$ cat src/rtl/pcs_alignement_marker_insert_tx.sv
// rtl/pcs_alignement_marker_insert_tx.sv - 40GBASE-R transmit alignment marker inserter with per-lane BIP
module pcs_alignement_marker_insert_tx #(
    parameter int BLOCK_W = 66,
    parameter int LANE_N  = 4,
    parameter int GAP_N   = 16383
) (
    input  logic                        clk,
    input  logic                        nreset,
    input  logic                        valid_i,
    output logic                        ready_o,
    input  logic [LANE_N*BLOCK_W-1:0]   block_i,
    output logic                        valid_o,
    output logic [LANE_N*BLOCK_W-1:0]   block_o,
    output logic                        marker_v_o
);

    localparam int CW = $clog2(GAP_N + 1);
    localparam logic [CW-1:0] GAP_MAX = CW'(GAP_N);

    // Only four marker encodings exist and the marker layout is built for 66-bit blocks.
    generate
        if (LANE_N > 4) begin : g_lane_check
            $error("pcs_alignement_marker_insert_tx: LANE_N > 4 is unsupported");
        end
        if (BLOCK_W != 66) begin : g_width_check
            $error("pcs_alignement_marker_insert_tx: BLOCK_W must be 66");
        end
    endgenerate

    // Per-lane marker code, packed as {M0, M1, M2}.
    function automatic logic [23:0] am_code(input int lane);
        logic [23:0] code;
        case (lane)
            0:       code = 24'h907647;
            1:       code = 24'hF0C4E6;
            2:       code = 24'hC5659B;
            3:       code = 24'hA2793D;
            default: code = 24'h000000;
        endcase
        return code;
    endfunction

    // Clause 82 BIP fold: payload bit 2+j+8k lands in BIP bit j; the sync
    // header bits land in BIP bits 3 and 4.
    function automatic logic [7:0] fold(input logic [BLOCK_W-1:0] b);
        logic [7:0] r;
        r = 8'h00;
        for (int j = 0; j < 8; j++) begin
            for (int k = 0; k < 8; k++) begin
                r[j] = r[j] ^ b[2 + j + 8*k];
            end
        end
        r[3] = r[3] ^ b[0];
        r[4] = r[4] ^ b[1];
        return r;
    endfunction

    logic [CW-1:0]              cnt_q;
    logic [7:0]                 bip_q [LANE_N];
    logic [7:0]                 bip_next [LANE_N];
    logic [LANE_N*BLOCK_W-1:0]  marker_blocks;
    logic                       is_marker;
    logic                       accept;

    // The gap counter parked at GAP_N means this cycle emits markers.
    assign is_marker = (cnt_q == GAP_MAX);
    assign ready_o   = nreset & ~is_marker;
    assign accept    = ~is_marker & valid_i;

    // Build the marker for every lane from the accumulated BIP and fold in
    // the data blocks being accepted this cycle.
    always_comb begin
        marker_blocks = '0;
        for (int l = 0; l < LANE_N; l++) begin
            logic [23:0] code;
            logic [7:0]  m0, m1, m2, bip3;
            code = am_code(l);
            m0   = code[23:16];
            m1   = code[15:8];
            m2   = code[7:0];
            bip3 = bip_q[l];
            marker_blocks[l*BLOCK_W +: BLOCK_W] =
                {~bip3, ~m2, ~m1, ~m0, bip3, m2, m1, m0, 2'b01};
            bip_next[l] = bip_q[l] ^ fold(block_i[l*BLOCK_W +: BLOCK_W]);
        end
    end

    // Gap counter, registered outputs and BIP accumulators.
    always_ff @(posedge clk) begin
        if (!nreset) begin
            cnt_q      <= GAP_MAX;
            valid_o    <= 1'b0;
            marker_v_o <= 1'b0;
            block_o    <= '0;
            for (int l = 0; l < LANE_N; l++) begin
                bip_q[l] <= 8'h00;
            end
        end else if (is_marker) begin
            cnt_q      <= '0;
            valid_o    <= 1'b1;
            marker_v_o <= 1'b1;
            block_o    <= marker_blocks;
            // The marker's own fold is always 8'h08, so start the next period there.
            for (int l = 0; l < LANE_N; l++) begin
                bip_q[l] <= 8'h08;
            end
        end else if (accept) begin
            cnt_q      <= cnt_q + CW'(1);
            valid_o    <= 1'b1;
            marker_v_o <= 1'b0;
            block_o    <= block_i;
            for (int l = 0; l < LANE_N; l++) begin
                bip_q[l] <= bip_next[l];
            end
        end else begin
            // Stall: nothing out, block_o keeps its last value.
            valid_o    <= 1'b0;
            marker_v_o <= 1'b0;
        end
    end

endmodule

$ cat config.mk
export PLATFORM = sky130hd
export DESIGN_NAME = pcs_alignement_marker_insert_tx
export DESIGN_NICKNAME = d
export VERILOG_FILES = /design/src/rtl/pcs_alignement_marker_insert_tx.sv
export SDC_FILE = /design/constraint.sdc
export NUM_CORES = 1
export LEC_CHECK = 0
export CAP_MARGIN = 40
export CORE_AREA = 3 3 204 206
export CTS_BUF_LIST = sky130_fd_sc_hd__clkbuf_16
export DETAILED_ROUTE_END_ITERATION = 10
export DIE_AREA = 0 0 207 209
export PLACE_DENSITY = 0.71
export SLEW_MARGIN = 5
export SYNTH_ARGS = -nofsm -noshare
export SYNTH_HDL_FRONTEND = slang
export SYNTH_SLANG_ARGS = --single-unit
$ cat constraint.sdc
create_clock -name clk -period 2.1 [get_ports clk]
set_input_delay 0.21 -clock clk [delete_from_list [all_inputs] [get_ports clk]]
set_output_delay 0.21 -clock clk [all_outputs]
set_load 0.03 [all_outputs]
==> metrics.cfg <==
[layout]
fillers=3490
mostFrequentLayoutCells=clkdlybuf4s50_1 (530), dfxtp_1 (286), mux2i_1 (233)
drive_above_1_share_pct=8.31
insertedDiodeCount=0
syn2layout_area_growth_pct=52.2
final_common_cell=clkdlybuf4s50_1
final_nets=2214
multiInputGateArea_mm2=0.00751
final-seq-area_mm2=0.00649
fin_area_mm2=0.0220

[synthesis]
synth_fp_nets=1663
synth.avg_cell_area_um2=10.4
syn_inst=1395
synth_mux_area_share_pct=18.6
yosysSeqAreaShare_pct=44.8
synth_top_family_by_area=multiplexers
yosysWarnings=0
ys_types=35
synthSimpleGateAreaFrac_pct=8.48
synth_area_mm2=0.0145
synth_seq_cells=312
synth-xor-area-share_pct=16.2
synth_compound_area_share_pct=8.25
synthAdderAreaFrac_pct=0.0864

[routing]
wl_per_cell_um=19.9
drc=0
vias=11900
viasPerCell=4.78
drt_iter0_drc=563
drtAntennaViolNets=0
wirelength_um=49800
dr.pass1.iters=4

[sta]
skew_ns=0.0184
worst_slew_pin_slew_ns=0.595
fin_tns_setup_ns=-0.0494
drv_slew=0
maxSlewHeadroom_pct=60.3
hold_viol=0
post-route-period-util_pct=102
setup_ws_ns=-0.0494
setup_violations=1
finalWorstPathRequiredPeriod_ns=2.15
rsz0062_at_grt=true
fmax_mhz=465

[floorplanning]
placementRows=73
die_h_um=209
ios=534
die_w_um=207
start_util_pct=36.3
dieArea_mm2=0.0433
core_mm2=0.0398

[global_routing]
grt_pass1_vias=12400
grt_pass1_wl_um=72300
grt.overflow.total=0
grt_max_degree=94
grtUsageTotal_pct=21.0
antenna_found_initial=0

[worst_setup_path]
critPathKind=register to primary output
r2r-end=bip_q[2][4]$_SDFFE_PP0P_
cp_num_buf_inv=2
reg2regPathDepth=8
cp.required_ns=1.89
slowest_delay_ns=0.52
r2r_slack_ns=0.07
arrival_ns=1.94
cp-start-kind=register
cp_top_family=simple AND/OR/NAND/NOR gates
crit_path_max_fanout=2
r2r-start=cnt_q[0]$_SDFFE_PN1P_
slowest_stage=or4_4
worstSetupEndpointType=primary output
path_cells=ha_4 > nand4_1 > or4_4 > nand2_4 > inv_4 > buf_8

[cts]
cts_root_buffer=clkbuf_16
h-tree-depth=2
clkLatencyLatePin_ns=0.54
cts_tree=done
clk_pin_slew_ns=0.06
cts_sinks=312
cts-buffers-inserted=37
clk_path_buf_depth=3

[placed_design]
port-buffer-count=533
dpl_cell_area_mm2=0.0205
gp_congestion=0.883
dpl.hpwl_um=36300
post-place-ws_ns=0.0571

[status]
violations=negative setup slack
status=finished, violations left

[flow_run]
drv_cap=0

[worst_hold_path]
whs_path_depth=2
hold_class=input pin to register
min_to=cnt_q[11]$_SDFFE_PN1P_
min_from=nreset

[pwr]
ir_drop_v=0.000649
p_per_area_mw_per_mm2=1210
p_leak_nw=9.04

==> power by group <==
part / switching (mW) / internal, mW
Sequential: 0.993 / 7.71
Combinational: 6.49 / 5.31
Clock: 2.56 / 3.61
Total: 10.0 / 16.6
==> routing by layer <==
layer | track usage (%) | wire length [um] | vias to the layer above
met4 | 7.51 | 1480 | 0
met3 | 6.61 | 3660 | 81
met1 | 24.2 | 20200 | 5621
met2 | 36.8 | 24400 | 419
met5 | 0 | 0 | -
li1 | - | - | 5828
==> Yosys cell counts <==
library cell / instances / area share [%]
buf_4: 8 / 0.41
nor3_1: 2 / 0.069
o211ai_1: 1 / 0.052
edfxtp_1: 24 / 5.0
a21boi_0: 108 / 5.6
a21boi_1: 25 / 1.3
o311ai_0: 1 / 0.061
or3_1: 6 / 0.26
nand4_1: 4 / 0.17
nor2_1: 126 / 3.3
nand3_1: 2 / 0.069
mux2_2: 32 / 2.5
inv_2: 1 / 0.026
a21oi_1: 8 / 0.28
buf_2: 32 / 1.1
buf_1: 5 / 0.13
inv_1: 4 / 0.10
buf_6: 12 / 0.93
clkbuf_1: 32 / 0.83
a31o_2: 1 / 0.061
xnor3_1: 2 / 0.31
nor4_1: 1 / 0.043
dfxtp_1: 288 / 40
o21ai_0: 23 / 0.80
o21a_1: 1 / 0.052
nand2_1: 109 / 2.8
or4_1: 1 / 0.052
ha_1: 1 / 0.086
o31a_1: 1 / 0.061
nand2_4: 1 / 0.078
and3_1: 36 / 1.6
mux2i_1: 233 / 16
xor2_1: 43 / 2.6
xnor2_1: 220 / 13
nand4_2: 1 / 0.086
==> flip-flops by register name, summed over array words and instances (netlist names) <==
signal      cells
marker_v_o      1
bip_q          32
cnt_q          14
valid_o         1
block_o       264
==> worst max path at each step <==
stage	from	end	slack [ns]	depth (start not counted)
6_report	cnt_q[0]$_SDFFE_PN1P_	ready_o	-0.05	6
5_1_grt	cnt_q[0]$_SDFFE_PN1P_	ready_o	-0.17	6
4_1_cts	cnt_q[1]$_SDFFE_PN1P_	ready_o	-0.12	6
3_5_place_dp	cnt_q[1]$_SDFFE_PN1P_	block_o[124]$_SDFFE_PN0P_	0.06	7
3_3_place_gp	block_i[95]	bip_q[1][3]$_SDFFCE_PN0P_	0.04	6
2_1_floorplan	cnt_q[0]$_SDFFE_PN1P_	bip_q[0][0]$_SDFFCE_PN0P_	0.05	7
==> cell families (layout without fill, tap and decap cells) <==
logic type	after synthesis	in the layout
flip-flops	312	312
AO/OA/AOI/OAI	169	169
multiplexers	265	265
buffers and inverters	94	673
XOR/XNOR	265	265
AND/OR/NAND/NOR	289	289
adder cells (fa/ha/maj)	1	1
==> cell type report <==
| cell class | instances | area share, % |
|---|---|---|
| clock inverters | 28 | 0.835 |
| clock buffers | 39 | 4.43 |
| inverters | 5 | 0.0965 |
| well taps | 525 | 2.98 |
| repair buffers | 601 | 28.1 |
| flip-flops and latches | 312 | 29.5 |
| multi-input cells | 989 | 34.1 |
==> stage by stage <==
stage	instances	utilization (%)	total power, mW	hold slack (ns)
after floorplan	1395	-	15.2	0.357
after global placement	2413	51.5	19.7	0.466
after detailed placement	2413	51.5	19.8	0.475
after CTS	2487	54.6	26.3	0.0627
after global routing	2499	55.3	28.0	0.0916
final	2499	55.3	26.7	0.0837
==> timing repair <==
| action | 4_1_cts | 5_1_grt |
|---|---|---|
| setup buffers | 7 | 4 |
| hold buffers | 0 | 0 |
| endpoints found under the setup margin | 1 | 127 |
| gates cloned | 0 | 8 |
| resized for setup | 9 | 13 |
| pin swaps | 2 | 3 |
(Power assumes the default switching activity.)
